$ cat src/rtl/ifetch.sv
// ifetch: instruction fetch stage with single-outstanding imem requests and a small instruction buffer.
// Optional IFETCH_MISALIGN_CHECK_EN: misaligned redirects raise fetch_fault and halt fetch.
module ifetch #(
    parameter logic [31:0] RESET_PC   = 32'h0000_0000,
    parameter int          FIFO_DEPTH = 2
) (
    input  logic        clk,
    input  logic        rstn,
    input  logic        redirect_valid,
    input  logic [31:0] redirect_pc,
    output logic        imem_req,
    output logic [31:0] imem_addr,
    input  logic        imem_ack,
    input  logic [31:0] imem_rdata,
    output logic        inst_valid,
    input  logic        inst_ready,
    output logic [31:0] inst_data,
    output logic [31:0] inst_pc,
    output logic        fetch_fault
);
    localparam int AW = (FIFO_DEPTH > 1) ? $clog2(FIFO_DEPTH) : 1;
    localparam logic [AW:0] FULL = (AW+1)'(FIFO_DEPTH);

    typedef enum logic [2:0] {IDLE, REQ, WAIT_SPACE, DRAIN, HALT} state_t;
    state_t state, state_nx;

    logic [31:0] fetch_pc, drain_pc, redir_pc;
    logic [31:0] mem_data [FIFO_DEPTH];
    logic [31:0] mem_pc   [FIFO_DEPTH];
    logic [AW-1:0] rd_ptr, wr_ptr;
    logic [AW:0] count, count_nx;
    logic push, pop, misalign;

`ifdef IFETCH_MISALIGN_CHECK_EN
    assign redir_pc = redirect_pc;
    assign misalign = redirect_valid && (redirect_pc[1:0] != 2'b00);
`else
    assign redir_pc = redirect_pc & ~32'h3;
    assign misalign = 1'b0;
`endif

    // DRAIN keeps presenting the pre-redirect address until the stale ack arrives
    assign imem_req   = (state == REQ) || (state == DRAIN);
    assign imem_addr  = (state == DRAIN) ? drain_pc : fetch_pc;
    assign inst_valid = count != '0;
    assign inst_data  = mem_data[rd_ptr];
    assign inst_pc    = mem_pc[rd_ptr];
    assign push       = (state == REQ) && imem_ack && !redirect_valid;
    assign pop        = inst_valid && inst_ready && !redirect_valid;
    assign count_nx   = count + (AW+1)'(push) - (AW+1)'(pop);

    always_comb begin
        state_nx = state;
        case (state)
            IDLE:       state_nx = REQ;
            REQ:        state_nx = (push && count_nx == FULL) ? WAIT_SPACE : REQ;
            WAIT_SPACE: state_nx = pop ? REQ : WAIT_SPACE;
            DRAIN:      state_nx = imem_ack ? REQ : DRAIN;
            HALT:       state_nx = HALT;
            default:    state_nx = IDLE;
        endcase
        if (redirect_valid)
            state_nx = misalign ? HALT : (imem_req && !imem_ack) ? DRAIN : REQ;
    end

    always_ff @(posedge clk or negedge rstn) begin
        if (!rstn) begin
            state       <= IDLE;
            fetch_pc    <= RESET_PC;
            drain_pc    <= RESET_PC;
            count       <= '0;
            rd_ptr      <= '0;
            wr_ptr      <= '0;
            fetch_fault <= 1'b0;
            for (int i = 0; i < FIFO_DEPTH; i++) begin
                mem_data[i] <= '0;
                mem_pc[i]   <= '0;
            end
        end else begin
            state       <= state_nx;
            fetch_fault <= misalign;
            fetch_pc    <= redirect_valid ? redir_pc : push ? fetch_pc + 32'd4 : fetch_pc;
            if (redirect_valid && state != DRAIN)
                drain_pc <= imem_addr;
            count  <= redirect_valid ? '0 : count_nx;
            rd_ptr <= redirect_valid ? '0 : pop ? rd_ptr + 1'b1 : rd_ptr;
            wr_ptr <= redirect_valid ? '0 : push ? wr_ptr + 1'b1 : wr_ptr;
            if (push) begin
                mem_data[wr_ptr] <= imem_rdata;
                mem_pc[wr_ptr]   <= fetch_pc;
            end
        end
    end
endmodule

$ cat config.mk
export PLATFORM = sky130hd
export DESIGN_NAME = ifetch
export DESIGN_NICKNAME = d
export VERILOG_FILES = /design/src/rtl/ifetch.sv
export SDC_FILE = /design/constraint.sdc
export NUM_CORES = 1
export LEC_CHECK = 0
export ABC_CLOCK_PERIOD_IN_PS = 7100
export CORE_MARGIN = 2
export CORE_UTILIZATION = 57
export DETAILED_ROUTE_END_ITERATION = 6
export PLACE_DENSITY = 0.86
export SYNTH_ARGS = -nofsm -noshare
export SYNTH_HDL_FRONTEND = slang
export SYNTH_SLANG_ARGS = --single-unit
$ cat constraint.sdc
create_clock -name clk -period 7.1 [get_ports clk]
set_input_delay 1.775 -clock clk [delete_from_list [all_inputs] [get_ports clk]]
set_output_delay 1.775 -clock clk [all_outputs]
set_load 0.005 [all_outputs]
==> flow_metrics.env <==
export IMPL_cp_data_required_time_ns=7.39
export IMPL_drtIter0Drc=374
export IMPL_arrival_ns=5.03
export IMPL_holdCritPathClass="flip-flop to flip-flop"
export IMPL_async_flop_share=1.00
export IMPL_finalClockSkew_ns=0.0175
export IMPL_synth_area_top_cells="dfrtp_1, mux2_2, clkbuf_1"
export IMPL_post_cts_buffers=0
export IMPL_tritoncts="done"
export IMPL_firstDrtPassIters=4
export IMPL_nFillCells=1020
export IMPL_dp_hpwl_um=13400
export IMPL_drt_total_wl_um=20300
export IMPL_worstPathCellList="clkdlybuf4s50_1 > nor4bb_2 > nand2_1 > ha_1 > inv_1 > ha_1 > xor2_1 > xnor2_1 > nor3_1 > o31ai_1"
export IMPL_antenna_found_initial=1
export IMPL_yosys_area_top_type_share=0.536
export IMPL_gp_congestion=0.807
export IMPL_tightest_slew_ns=1.15
export IMPL_crit_slowest_cell="nor4bb_2"
export IMPL_cellPowerDensity_nw_per_um2=322
export IMPL_grt_first_pass_wirelength_um=32600
export IMPL_initial_core_util=0.589
export IMPL_synth_top_area_cell="dfrtp_1"
export IMPL_ioPinCount=168
export IMPL_cp_max_fo=9
export IMPL_synthFlopType="dfrtp_1"
export IMPL_critPathKind="input port to flip-flop"
export IMPL_fin_crit_ns=4.74
export IMPL_area_growth_pct=25.5
export IMPL_synth_edf_count=0
export IMPL_die_x_um=130
export IMPL_ant_nets=0
export IMPL_p_leak_nw=4.66
export IMPL_htree_levels=4
export IMPL_slew_headroom=0.225
export IMPL_ir_worst_vdd_v=0.000166
export IMPL_crit_path_max_incr_delay_ns=1.00
export IMPL_grt_max_degree=128
export IMPL_io_buffers=162
export IMPL_layout_drive_gt1_share=0.339
export IMPL_core_area_um2=15300
export IMPL_die_h_um=130
export IMPL_cts_sinks=193
export IMPL_setup_violations=0
export IMPL_hold_viol=0
export IMPL_syn_inst=697
export IMPL_drcViolationCount=0
export IMPL_crit_top_cell="ha_1"
export IMPL_startpoint_type="input port"
export IMPL_cts_root_buffer="clkbuf_16"
export IMPL_rsz0062_at_grt="no"
export IMPL_wl_per_cell_um=19.3
export IMPL_synth_distinct_cells=39
export IMPL_period_share=0.668
export IMPL_final_max_slew_viol_count=0
export IMPL_grt_pass1_vias=6457
export IMPL_track_usage=0.251
export IMPL_cts_resized=0
export IMPL_vias_per_cell=5.77
export IMPL_reg2reg_slack_ns=3.80
export IMPL_rows=45
export IMPL_ys_seq_area_frac=0.536
export IMPL_clk_latency_ns=0.44
export IMPL_clk_pin_slew_ns=0.07
export IMPL_avgSynthCellArea_um2=12.9
export IMPL_grt_overflow_total=0
export IMPL_tns_ns=0
export IMPL_vias=6074
export IMPL_cts_made_buffers=17
export IMPL_timing_fmax_ghz=0.211
export IMPL_yosys_warnings=0
export IMPL_nets=900
export IMPL_final_util=0.738
export IMPL_syn_area_um2=9010
export IMPL_hold_buffers=0
export IMPL_ys_ff_latch=193
export IMPL_clock_path_buffers=2
export IMPL_status="completed"
export IMPL_die_area_um2=16800
export IMPL_cp_end_kind="flip-flop"
export IMPL_diodes=0
export IMPL_max_cap_viol_count=0
kinds of logic after synthesis:
kind of cell             synth area share
AO/OA/AOI/OAI                      0.0418
adder cells (fa/ha/maj)           0.00416
multiplexers                        0.305
AND/OR/NAND/NOR                    0.0686
flip-flops                          0.536
buffers and inverters              0.0319
XOR/XNOR                           0.0126
other                            0.000416
layout by cell type, fill, tap and decap left out, drive strengths merged, types with 3 or more instances in the layout:
cell	count
xnor2	7
nand3	9
clkinv	8
or3	3
o31ai	14
clkbuf	23
nor2	28
a311o	3
xor2	6
ha	3
conb	3
and3	5
clkdlybuf4s50	161
inv	9
or4	15
nor3	4
nand2	27
a21oi	5
a31oi	16
o21ai	18
mux2	243
buf	6
nor4	3
dfrtp	193
nand4	12
and2	3
cell usage after synthesis, types with 4 or more instances:
| master | number |
|---|---|
| a21oi_1 | 5 |
| a31oi_1 | 16 |
| and3_1 | 5 |
| buf_1 | 5 |
| buf_2 | 8 |
| clkbuf_1 | 40 |
| dfrtp_1 | 193 |
| inv_1 | 9 |
| mux2_2 | 243 |
| nand2_1 | 27 |
| nand3_1 | 9 |
| nand4_1 | 12 |
| nor2_1 | 28 |
| nor3_1 | 4 |
| o21ai_0 | 18 |
| o31ai_1 | 14 |
| or4_1 | 14 |
| xnor2_1 | 7 |
| xor2_1 | 6 |
final timing paths:
path / startpoint / end / cells after the start
worst min-delay path: mem_pc[21] / mem_pc[21] / 2
min in group asynchronous: rstn / drain_pc[15] / 1
worst min register to register: mem_pc[21] / mem_pc[21] / 2
worst max register to register: state[1] / state[0] / 9
max in group asynchronous: rstn / mem_pc[39] / 2
worst max-delay path: imem_ack / state[0] / 10
layer usage:
layer  global-route usage  up-vias  wire, um
met2                0.431      194     10500
li1                     -     2770         -
met3               0.0422       36       879
met4                0.108        2       509
met5                    0        -        10
met1                0.317     3072      8400
layout make-up:
class,count,area (um2),area share
Tap cell,211,264,0.0233
Clock inverter,10,111,0.00985
Timing Repair Buffer,168,1680,0.149
Clock buffer,22,454,0.0402
Sequential cell,193,4830,0.427
Inverter,9,33.8,0.00299
Multi-Input combinational cell,439,3930,0.348
metrics by stage:
step           power (mW)  cells  cell area, um2  setup WS [ns]  hold WS, ns
6_report             3.64   1052           11300           2.36        0.488
5_1_grt              3.83   1052           11300           2.05        0.517
4_1_cts              3.67   1052           11300           2.32        0.487
3_5_place_dp         2.74   1020           10700           1.91        0.473
3_3_place_gp         2.67   1020           10700           1.99        0.457
2_1_floorplan        2.16    699            9020           3.41        0.444
registers in the layout (all words and copies together), names as in the netlist:
signal / count
rd_ptr: 1
wr_ptr: 1
state: 3
count: 2
mem_pc: 60
mem_data: 64
fetch_pc: 30
drain_pc: 32
worst max-delay path: cells and delay by family:
family | cells | cell delay [ns]
fa+ha+maj | 2 | 0.54
compound gates | 1 | 0.38
simple gates | 3 | 1.40
xor+xnor | 2 | 0.35
buf+inv | 2 | 0.57
report_power, final:
part           switching, mW  internal [mW]  total, mW
Combinational          0.354          0.740       1.09
Clock                  0.396          0.527      0.923
Sequential             0.199           1.43       1.63
Total                  0.949           2.69       3.64
No activity file was read; power rests on OpenSTA's default activity.
